File: src/rtl/bus_decoder_n_if.sv
// rtl/bus_decoder_n_if.sv - pipelined Wishbone bundle shared by the master side and the N slave ports
//
// Purpose: one Wishbone (pipelined) link with N strobe/response lanes.
//   N = 1        : a single master link.
//   N = NSLAVES  : the fan-out towards the slaves. Address, write data, we and sel are broadcast.
//                  cyc/stb/ack/err/stall carry one bit per slave.
//                  data_s2m carries 32 bits per slave, with slave i at [32*i +: 32].
// Modports:
//   master : drives addr/data_m2s/we/sel/cyc/stb, receives data_s2m/ack/err/stall
//   slave  : the mirror image
interface bus_decoder_n_if #(
    parameter int N = 1
);
    logic [29:0]     addr;
    logic [31:0]     data_m2s;
    logic            we;
    logic [3:0]      sel;
    logic [N-1:0]    cyc;
    logic [N-1:0]    stb;
    logic [N*32-1:0] data_s2m;
    logic [N-1:0]    ack;
    logic [N-1:0]    err;
    logic [N-1:0]    stall;

    modport master (
        output addr, data_m2s, we, sel, cyc, stb,
        input  data_s2m, ack, err, stall
    );

    modport slave (
        input  addr, data_m2s, we, sel, cyc, stb,
        output data_s2m, ack, err, stall
    );
endinterface

File: src/rtl/bus_decoder_n.sv
// rtl/bus_decoder_n.sv - 1-master / N-slave pipelined Wishbone address decoder and response router
//
// Purpose: decodes the master word address against per-slave base/width windows. The lowest
//   matching index wins. The decoder strobes the matching slave and counts outstanding requests.
//   While requests are outstanding it locks the response path to the owning slave. It signals
//   ERR in three cases: an unmapped access, a response timeout (Wishbone abort), or an error
//   returned by the owning slave.
// Ports:
//   clk : bus clock
//   rst : synchronous active-high reset. While it is high, m_cyc is ignored.
//   m   : master link (N=1). This block acts as the slave on this link.
//   s   : slave fan-out (N=NSLAVES). This block acts as the master on this link.
//         Address/data/we/sel are broadcast; cyc/stb go to one slave only.
module bus_decoder_n #(
    parameter int                      NSLAVES         = 4,
    parameter logic [NSLAVES*30-1:0]   BASE_ADDR       = {NSLAVES{30'h0}},
    parameter logic [NSLAVES*32-1:0]   ADDR_WIDTH      = {NSLAVES{32'd8}},
    parameter int                      MAX_OUTSTANDING = 4,
    parameter int                      TIMEOUT         = 255
) (
    input  logic           clk,
    input  logic           rst,
    bus_decoder_n_if.slave  m,
    bus_decoder_n_if.master s
);
    localparam int IW = (NSLAVES > 1) ? $clog2(NSLAVES) : 1;
    localparam int CW = $clog2(MAX_OUTSTANDING + 1);
    localparam int TW = $clog2(TIMEOUT);

    // Registered state
    logic [CW-1:0] cnt_q, cnt_d;   // accepted but unanswered requests
    logic [TW-1:0] tmr_q, tmr_d;   // busy cycles without a response
    logic [IW-1:0] tgt_q, tgt_d;   // slave that owns the response path
    logic          uerr_q, uerr_d; // unmapped access issued last cycle
    logic          to_q, to_d;     // timeout abort cycle

    // Address decode
    logic [NSLAVES-1:0] hit;
    logic               dec_hit;
    logic [IW-1:0]      dec_idx;

    for (genvar g = 0; g < NSLAVES; g++) begin : g_hit
        localparam int          AW   = int'(ADDR_WIDTH[32*g +: 32]);
        localparam logic [29:0] BASE = BASE_ADDR[30*g +: 30];
        assign hit[g] = ((m.addr >> AW) == (BASE >> AW));
    end

    // Scan downwards so that the lowest matching index is the one left in dec_idx.
    always_comb begin
        dec_idx = '0;
        dec_hit = 1'b0;
        for (int i = NSLAVES - 1; i >= 0; i--) begin
            if (hit[i]) begin
                dec_idx = IW'(i);
                dec_hit = 1'b1;
            end
        end
    end

    // Control
    logic          busy;
    logic          full;
    logic [IW-1:0] tgt_cur;
    logic          int_block;
    logic          s_stall_dec;
    logic          tgt_ack;
    logic          tgt_err;
    logic [31:0]   rdata;
    logic          stall_w;
    logic          issue;
    logic          resp;
    logic          fire;

    assign busy    = (cnt_q != '0);
    assign full    = (cnt_q == CW'(MAX_OUTSTANDING));
    assign tgt_cur = busy ? tgt_q : dec_idx;

    // These stall terms depend only on registered state and on the master request. s_stb is
    // gated by these terms alone. The slave's own stall therefore reaches m_stall but never
    // loops back into s_stb. A slave that sees stb while it is stalling simply does not
    // accept the request, so master and slave still agree.
    assign int_block = to_q | uerr_q | full | (busy & (!dec_hit | (dec_idx != tgt_q)));

    always_comb begin
        s_stall_dec = 1'b0;
        tgt_ack     = 1'b0;
        tgt_err     = 1'b0;
        rdata       = '0;
        for (int i = 0; i < NSLAVES; i++) begin
            if (dec_idx == IW'(i)) begin
                s_stall_dec = s.stall[i];
            end
            if (tgt_cur == IW'(i)) begin
                tgt_ack = s.ack[i];
                tgt_err = s.err[i];
                rdata   = s.data_s2m[32*i +: 32];
            end
        end
    end

    assign stall_w = rst | int_block | (dec_hit & s_stall_dec);
    assign issue   = m.cyc[0] & m.stb[0] & !stall_w;

    // Responses are accepted only from the owning slave while requests are outstanding.
    // Any other response is a stray and is dropped.
    assign resp    = busy & (tgt_ack | tgt_err);
    assign fire    = busy & !resp & (tmr_q == TW'(TIMEOUT - 1));

    // Master-side outputs
    assign m.stall    = stall_w;
    assign m.ack      = !rst & busy & tgt_ack;
    assign m.err      = !rst & ((busy & tgt_err) | uerr_q | to_q);
    assign m.data_s2m = rdata;

    // Slave-side outputs
    assign s.addr     = m.addr;
    assign s.data_m2s = m.data_m2s;
    assign s.we       = m.we;
    assign s.sel      = m.sel;

    // While the response path is locked, cyc stays on the owner.
    // In the abort cycle all cyc lines drop.
    always_comb begin
        for (int i = 0; i < NSLAVES; i++) begin
            s.cyc[i] = !rst & !to_q & m.cyc[0] &
                       (busy ? (tgt_q == IW'(i)) : (dec_hit & (dec_idx == IW'(i))));
            s.stb[i] = !rst & m.cyc[0] & m.stb[0] & dec_hit & (dec_idx == IW'(i)) & !int_block;
        end
    end

    // Next state
    always_comb begin
        cnt_d  = cnt_q;
        tmr_d  = tmr_q;
        tgt_d  = tgt_q;
        uerr_d = 1'b0;
        to_d   = 1'b0;
        if (!m.cyc[0]) begin
            // The master abandoned the cycle. Drop everything that is still pending.
            cnt_d = '0;
            tmr_d = '0;
        end else if (fire) begin
            cnt_d = '0;
            tmr_d = '0;
            to_d  = 1'b1;
        end else begin
            cnt_d  = cnt_q + CW'(issue & dec_hit) - CW'(resp);
            tmr_d  = (busy & !resp) ? (tmr_q + TW'(1)) : '0;
            uerr_d = issue & !dec_hit;
            if (!busy && dec_hit) begin
                tgt_d = dec_idx;
            end
        end
    end

    always_ff @(posedge clk) begin
        if (rst) begin
            cnt_q  <= '0;
            tmr_q  <= '0;
            tgt_q  <= '0;
            uerr_q <= 1'b0;
            to_q   <= 1'b0;
        end else begin
            cnt_q  <= cnt_d;
            tmr_q  <= tmr_d;
            tgt_q  <= tgt_d;
            uerr_q <= uerr_d;
            to_q   <= to_d;
        end
    end
endmodule

File: src/flat_wrapper.sv
// flat-port wrapper written by rule: the top's interface ports become plain ports
module bus_decoder_n_flat 
#(
    parameter int                      NSLAVES         = 4,
    parameter logic [NSLAVES*30-1:0]   BASE_ADDR       = {NSLAVES{30'h0}},
    parameter logic [NSLAVES*32-1:0]   ADDR_WIDTH      = {NSLAVES{32'd8}},
    parameter int                      MAX_OUTSTANDING = 4,
    parameter int                      TIMEOUT         = 255
)
  (clk, rst, m_addr, m_data_m2s, m_we, m_sel, m_cyc, m_stb, m_data_s2m, m_ack, m_err, m_stall, s_addr, s_data_m2s, s_we, s_sel, s_cyc, s_stb, s_data_s2m, s_ack, s_err, s_stall);
  bus_decoder_n_if #(.N(1)) m_i ();
  bus_decoder_n_if #(.N((4))) s_i ();
  input  logic clk;
  input  logic rst;
  input wire logic [$bits(m_i.addr)-1:0] m_addr;
  input wire logic [$bits(m_i.data_m2s)-1:0] m_data_m2s;
  input wire logic [$bits(m_i.we)-1:0] m_we;
  input wire logic [$bits(m_i.sel)-1:0] m_sel;
  input wire logic [$bits(m_i.cyc)-1:0] m_cyc;
  input wire logic [$bits(m_i.stb)-1:0] m_stb;
  output wire logic [$bits(m_i.data_s2m)-1:0] m_data_s2m;
  output wire logic [$bits(m_i.ack)-1:0] m_ack;
  output wire logic [$bits(m_i.err)-1:0] m_err;
  output wire logic [$bits(m_i.stall)-1:0] m_stall;
  output wire logic [$bits(s_i.addr)-1:0] s_addr;
  output wire logic [$bits(s_i.data_m2s)-1:0] s_data_m2s;
  output wire logic [$bits(s_i.we)-1:0] s_we;
  output wire logic [$bits(s_i.sel)-1:0] s_sel;
  output wire logic [$bits(s_i.cyc)-1:0] s_cyc;
  output wire logic [$bits(s_i.stb)-1:0] s_stb;
  input wire logic [$bits(s_i.data_s2m)-1:0] s_data_s2m;
  input wire logic [$bits(s_i.ack)-1:0] s_ack;
  input wire logic [$bits(s_i.err)-1:0] s_err;
  input wire logic [$bits(s_i.stall)-1:0] s_stall;
  assign m_i.addr = m_addr;
  assign m_i.data_m2s = m_data_m2s;
  assign m_i.we = m_we;
  assign m_i.sel = m_sel;
  assign m_i.cyc = m_cyc;
  assign m_i.stb = m_stb;
  assign m_data_s2m = m_i.data_s2m;
  assign m_ack = m_i.ack;
  assign m_err = m_i.err;
  assign m_stall = m_i.stall;
  assign s_addr = s_i.addr;
  assign s_data_m2s = s_i.data_m2s;
  assign s_we = s_i.we;
  assign s_sel = s_i.sel;
  assign s_cyc = s_i.cyc;
  assign s_stb = s_i.stb;
  assign s_i.data_s2m = s_data_s2m;
  assign s_i.ack = s_ack;
  assign s_i.err = s_err;
  assign s_i.stall = s_stall;
  bus_decoder_n #(.NSLAVES(NSLAVES), .BASE_ADDR(BASE_ADDR), .ADDR_WIDTH(ADDR_WIDTH), .MAX_OUTSTANDING(MAX_OUTSTANDING), .TIMEOUT(TIMEOUT)) u_core (.clk(clk), .rst(rst), .m(m_i), .s(s_i));
endmodule
File: config.mk
export PLATFORM = sky130hd
export DESIGN_NAME = bus_decoder_n_flat
export DESIGN_NICKNAME = d
export VERILOG_FILES = /design/src/rtl/bus_decoder_n_if.sv /design/src/rtl/bus_decoder_n.sv /design/src/flat_wrapper.sv
export SDC_FILE = /design/constraint.sdc
export NUM_CORES = 1
export LEC_CHECK = 0
export ABC_AREA = 0
export CORE_AREA = 2 2 125 127
export CTS_BUF_LIST = sky130_fd_sc_hd__clkbuf_4 sky130_fd_sc_hd__clkbuf_8
export CTS_CLUSTER_DIAMETER = 30
export CTS_CLUSTER_SIZE = 10
export DETAILED_ROUTE_END_ITERATION = 7
export DIE_AREA = 0 0 127 129
export DONT_BUFFER_PORTS = 1
export GPL_TIMING_DRIVEN = 0
export SLEW_MARGIN = 20
export SYNTH_ARGS = -nofsm -noshare
export SYNTH_HDL_FRONTEND = slang
export SYNTH_SLANG_ARGS = --single-unit
File: constraint.sdc
create_clock -name clk -period 5.3 [get_ports clk]
set_clock_uncertainty 0.2 [all_clocks]
set_input_delay 1.59 -clock clk [delete_from_list [all_inputs] [get_ports clk]]
set_output_delay 1.59 -clock clk [all_outputs]
set_load 0.1 [all_outputs]
==> flow_summary.toml <==
[finish]
drive_above_1_share_pct = 59.1
area_growth_pct = 25.8
final_util_pct = 12.6
layout.cells.non_filler = 386
fin_nets = 415
fillers = 1726
num_antenna_cells = 0

[synthesis]
syn-instance-count = 189
syn_area_per_cell_um2 = 7.96
synth_area_leaders = "buf_4 52%, dfxtp_1 17%, nor2_1 4.2%, xor2_1 3.5%, ha_1 3.3%"
synthFlopType = "dfxtp_1"
synth_seq_cells = 13
synthTopCellsByCount = "105 x buf_4, 17 x nor2_1, 13 x dfxtp_1, 6 x inv_1, 6 x xor2_1"
synth_top_area_share_pct = 52.4
muxShareOfSynthArea_pct = 0.666
yosysSeqAreaShare_pct = 17.3
synth-xor-area-share_pct = 4.66
yosysUniqueCellTypes = 31
async_flop_share_pct = 0
synth_compound_area_share_pct = 3.00
syn-cell-area_mm2 = 0.00150
yosys.area_share.adder_pct = 4.66
synth_top_family_by_area = "buffers and inverters"
yosys.area_share.simple_pct = 15.0
post-synth-top-count-cell = "buf_4"
synth_enable_flop_cells = 0
synth_area_leader_cell = "buf_4"
ys_warn_count = 0

[critical_path]
end_kind = "output port"
cp_slowest_cell = "mux2i_4"
path_class = "in -> out"
r2r_slack_ns = 2.41
cp.buffers_inverters = 0
crit_fanout = 5
critPathTopFamily = "simple AND/OR/NAND/NOR gates"
cp_cell_sequence = "or4_4 > or4_4 > mux2i_4"
cp.arrival_ns = 3.47
required_ns = 3.51
max_stage_delay_ns = 0.75
rr_startpoint = "u_core.cnt_q[1]"
startpoint = "m_addr[12]"
cpMostUsedCell = "or4_4"
critPathLaunchType = "primary input"

[placed_design]
io_buffers = 0
place_inst = 383
dp_slack_ns = -0.343
place.gp.congestion = 0.818
dp.final_hpwl_mm = 3.53

[drt]
remaining_drc_errors = 0
vias = 1117
first_pass_iters = 4
drt-vias-per-instance = 2.89
antenna_left = 0
routed_wl_mm = 3.91
post_drt_wl_per_cell_um = 10.1
drtIter0Drc = 21

[timing]
period_minus_slack_ns = 5.26
worst_pin_slew_ns = 1.03
rsz0062_at_grt = "false"
slew_violations = 0
finalWorstSetupSlack_ns = 0.0419
hold_viol_final = 0
finalSetupViolations = 0
period_share_pct = 99.2
max_freq_ghz = 0.190
slew_headroom_pct = 30.9

[clock_network]
cts_tree = "yes"
clock-sinks = 13
cts_buffers = 3
clockBufferDepth = 2
worstSkewPairLatency_ns = 0.24
htreeDepth = 1
cts.clk_slew.worst_paths_ns = 0.05
postCtsHoldBufs = 0
clock-root-buffer = "clkbuf_8"

[floorplan]
die_w_um = 127
dieArea_mm2 = 0.0164
ios = 321
core_mm2 = 0.0150
fp-row-count = 45
die_h_um = 129
start_util_pct = 10.0

[run]
drv_cap = 0

[worst_hold_path]
min_path_type = "reg -> reg"
hold_start = "u_core.tmr_q[0]"

[status]
status = "finished, final reports clean"

[global_route]
grt_antenna_before_repair = 0
grt_pass1_wl_mm = 4.90
grt.total_usage_pct = 4.03
grt_start_max_net_pins = 9
grt_pass1_vias = 874
grt_overflow = 0

[pwr]
power.leakage_nw = 0.827
p_total_w = 0.000595
power.density_mw_per_mm2 = 314
ir_drop_uv = 81.5
stage by stage:
| step | TNS (ns) | instance area, um^2 | hold WS [ns] |
|---|---|---|---|
| 2_1_floorplan | -0.606 | 1550 | 0.253 |
| 3_3_place_gp | -1.54 | 1780 | 0.291 |
| 4_1_cts | -0.0140 | 1900 | 0.300 |
| 6_report | 0 | 1890 | 0.298 |
| 3_5_place_dp | -0.529 | 1840 | 0.288 |
| 5_1_grt | 0 | 1890 | 0.326 |
sequential cells by signal, summed over array words and instances (netlist names):
name and cells:
u_core.cnt_q 3, u_core.tmr_q 8, u_core.to_q 1, u_core.uerr_q 1
worst register-to-register path, cell delays in order, from the launching register on:
cell and delay, ns:
dfxtp_1 0.38, nor3_1 0.79, nor2_1 0.12, ha_1 0.30
inv_1 0.06, ha_1 0.13, inv_1 0.05, fa_1 0.36
xor2_1 0.17, xnor2_1 0.14, nor2_1 0.05
cell usage in the layout, fill, tap and decap left out, types with 2 or more instances in the layout:
cell,count
inv_1,6
nor2_1,16
xnor2_1,2
ha_1,4
nand2b_1,2
conb_1,6
nand4_1,3
nand2_1,2
nor4_1,5
clkbuf_8,3
buf_4,105
dfxtp_1,13
or4_4,2
nand3_1,3
xor2_1,6
nor3_1,2
power by group:
| group | leakage [nW] | switching [W] | total (W) | internal (W) |
|---|---|---|---|---|
| Sequential | 0.105 | 0.000000893 | 0.0000995 | 0.0000986 |
| Combinational | 0.696 | 0.000342 | 0.000402 | 0.0000601 |
| Clock | 0.0262 | 0.0000349 | 0.0000931 | 0.0000582 |
| Total | 0.827 | 0.000378 | 0.000595 | 0.000217 |
layout make-up:
| cell class | count | area, um^2 | share of cell area (%) |
|---|---|---|---|
| Tap cell | 188 | 235 | 12.4 |
| Inverter | 6 | 22.5 | 1.19 |
| Sequential cell | 13 | 260 | 13.8 |
| Timing Repair Buffer | 1 | 27.5 | 1.46 |
| Multi-Input combinational cell | 68 | 505 | 26.7 |
| Buffer | 106 | 792 | 41.9 |
| Clock buffer | 4 | 48.8 | 2.58 |
final timing paths:
path | end | cells after the start
max | m_stall | 3
min | u_core.tmr_q[0] | 1
max reg2reg | u_core.cnt_q[2] | 10
min reg2reg | u_core.tmr_q[0] | 1
layer usage:
metal	track usage [%]	vias up	wire (um)
li1	-	515	-
met1	5.81	511	1730
met2	5.00	87	1620
met3	1.58	4	498
met4	2.13	0	66
met5	0	-	0
repair_timing:
action	in CTS	in global routing
buffers inserted	0	0
endpoints found under the hold margin	0	0
gates resized for setup	5	0
endpoints found under the setup margin	3	1
cell families (layout without fill, tap and decap cells):
logic type / after synthesis / after routing
AND/OR/NAND/NOR: 43 / 43
flip-flops: 13 / 13
XOR/XNOR: 8 / 8
AO/OA/AOI/OAI: 5 / 5
buffers and inverters: 113 / 117
adder cells (fa/ha/maj): 5 / 5
other: 1 / 6
multiplexers: 1 / 1
Note: power is estimated with default switching activity, not from simulation.
==> RTL change, RTL diff (same flow settings) <==
Make the reset (`rst`) asynchronous in one clocked block. Comments in the files are not updated.
--- a/src/rtl/bus_decoder_n.sv
+++ b/src/rtl/bus_decoder_n.sv
@@ -154,5 +154,5 @@
     end
 
-    always_ff @(posedge clk) begin
+    always_ff @(posedge clk or posedge rst) begin
         if (rst) begin
             cnt_q  <= '0;
Formal check against the unedited RTL: same outputs for any inputs over 10 cycles, from zero or initial values and one cycle with rst high; that may be too few to reach the edited logic, so the function may still have changed.
==> RTL change against the original RTL <==
- worst setup slack improved by 180 ps
- hold slack improved by 37 ps
- routed wire length rose by 1.0%
- sequential cell count did not move
- total power rose by 27%
- final area rose by 2.6%
- area after synthesis rose by 5.7%
- register-to-register slack improved by 80 ps
- fmax rose by 3.6%
- first-iteration DRC count rose by 67%
- clock power fell by 2.9%
==> RTL change: results (changes against the original RTL) <==
largest cells by area after synthesis=buf_4 (50%), dfrtp_1 (20%), nor2_1 (4.3%), nor4_2 (3.9%), xor2_1 (3.3%) (was buf_4 (52%), dfxtp_1 (17%), nor2_1 (4.2%), xor2_1 (3.5%), ha_1 (3.3%)); ANT cells=0 (unchanged); fin nets=416 (was 415); CTS resizes=0 (was 5); launch point of the worst reg-to-reg path=u_core.cnt_q[1] (unchanged); DP Wirelength=3610 microns (was 3530 microns); Critical Path AT=3290 ps (was 3470 ps); min-delay src=u_core.tmr_q[5] (was u_core.tmr_q[0]); Commonest cells post-synth=buf_4 (105), nor2_1 (18), dfrtp_1 (13), inv_1 (6), xor2_1 (6) (was buf_4 (105), nor2_1 (17), dfxtp_1 (13), inv_1 (6), xor2_1 (6)); RD Place Congestion=0.762 (was 0.818); vias in the first global route=942 (was 874); crit path max fanout=4 (was 5); hold depth=2 (was 1); placed cell area=0.00188 sq mm (was 0.00184 sq mm); LEAKAGE=0.000921 uW (was 0.000827 uW); Synth Flop Type=dfrtp_1 (was dfxtp_1); R2R Path End=u_core.cnt_q[2] (unchanged); status=completed (unchanged); Seq/Total Area, Yosys=20.5% (was 17.3%); gr usage total=4.22% (was 4.03%); Total Wirelength=3950 microns (was 3910 microns); DR vias/cell=2.93 (was 2.89); Synth cell types=24 (was 31); Non-Filler Instances=387 (was 386); first-pass GRT wire length=5160 microns (was 4900 microns); average cell area after synthesis=8.41 sq um (was 7.96 sq um); DRT iter0 DRCs=35 (was 21); H-tree levels=1 (unchanged); layout cells sized above 1=60.8% (was 59.1%); largest net degree at the start of global routing=15 (was 9); hold-critical path endpoint=u_core.tmr_q[5] (was u_core.tmr_q[0]); VDD IR-drop max=0.103 mV (was 0.0815 mV)
==> RTL change: worst max path at each step <==
| stage | slack [ps] | to | from | cells after the start |
|---|---|---|---|---|
| after global routing | 130 | s_stb[0] | rst | 3 |
| final | 220 | s_stb[0] | rst | 3 |
| after global placement | -380 | m_stall | m_addr[14] | 4 |
| after detailed placement | 100 | m_stall | m_addr[14] | 4 |
| after CTS | 90 | m_stall | m_addr[14] | 4 |
| after floorplan | -160 | m_stall | m_addr[9] | 4 |
==> RTL change: metal layers <==
metal | share of wire, % | GRT usage [%] | vias up | wire length (microns)
li1 | - | - | 518 | -
met1 | 36 | 5.10 | 517 | 1440
met2 | 48 | 6.39 | 95 | 1900
met3 | 14 | 2.08 | 2 | 569
met4 | 1.0 | 1.75 | 0 | 40
met5 | 0 | 0 | - | 0
==> RTL change: cell type report <==
class | count | area [sq um]
sequential | 13 | 325
timing repair buffer | 1 | 15.0
clock buffer | 4 | 48.8
multi-input combinational | 70 | 505
inverter | 6 | 22.5
tap | 188 | 235
fill | 1732 | 13000
buffer | 105 | 788
==> RTL change: stage by stage <==
stage	setup WS, ps	setup TNS, ps	hold WS (ps)
floorplan	-158	-158	294
detailed placement	99.5	0	329
global route	126	0	376
CTS	87.1	0	339
finish	223	0	335
global placement	-379	-569	324
==> RTL change: kinds of logic after synthesis <==
kind of cell	share of synthesized area (%)
buf+inv	51.0
flops	20.5
xor+xnor	4.41
fa+ha+maj	4.41
other cells	0.236
compound gates	2.52
simple gates	16.9
==> RTL change: report_power, final <==
part           internal, uW  switching (uW)
registers               110            13.9
clock network          58.0            32.4
logic                   102             441
total                   270             487
==> RTL change: worst max-delay path, stage by stage <==
cell and delay [ps]:
a2111oi_2 470, nand3_1 290, nor3_4 930
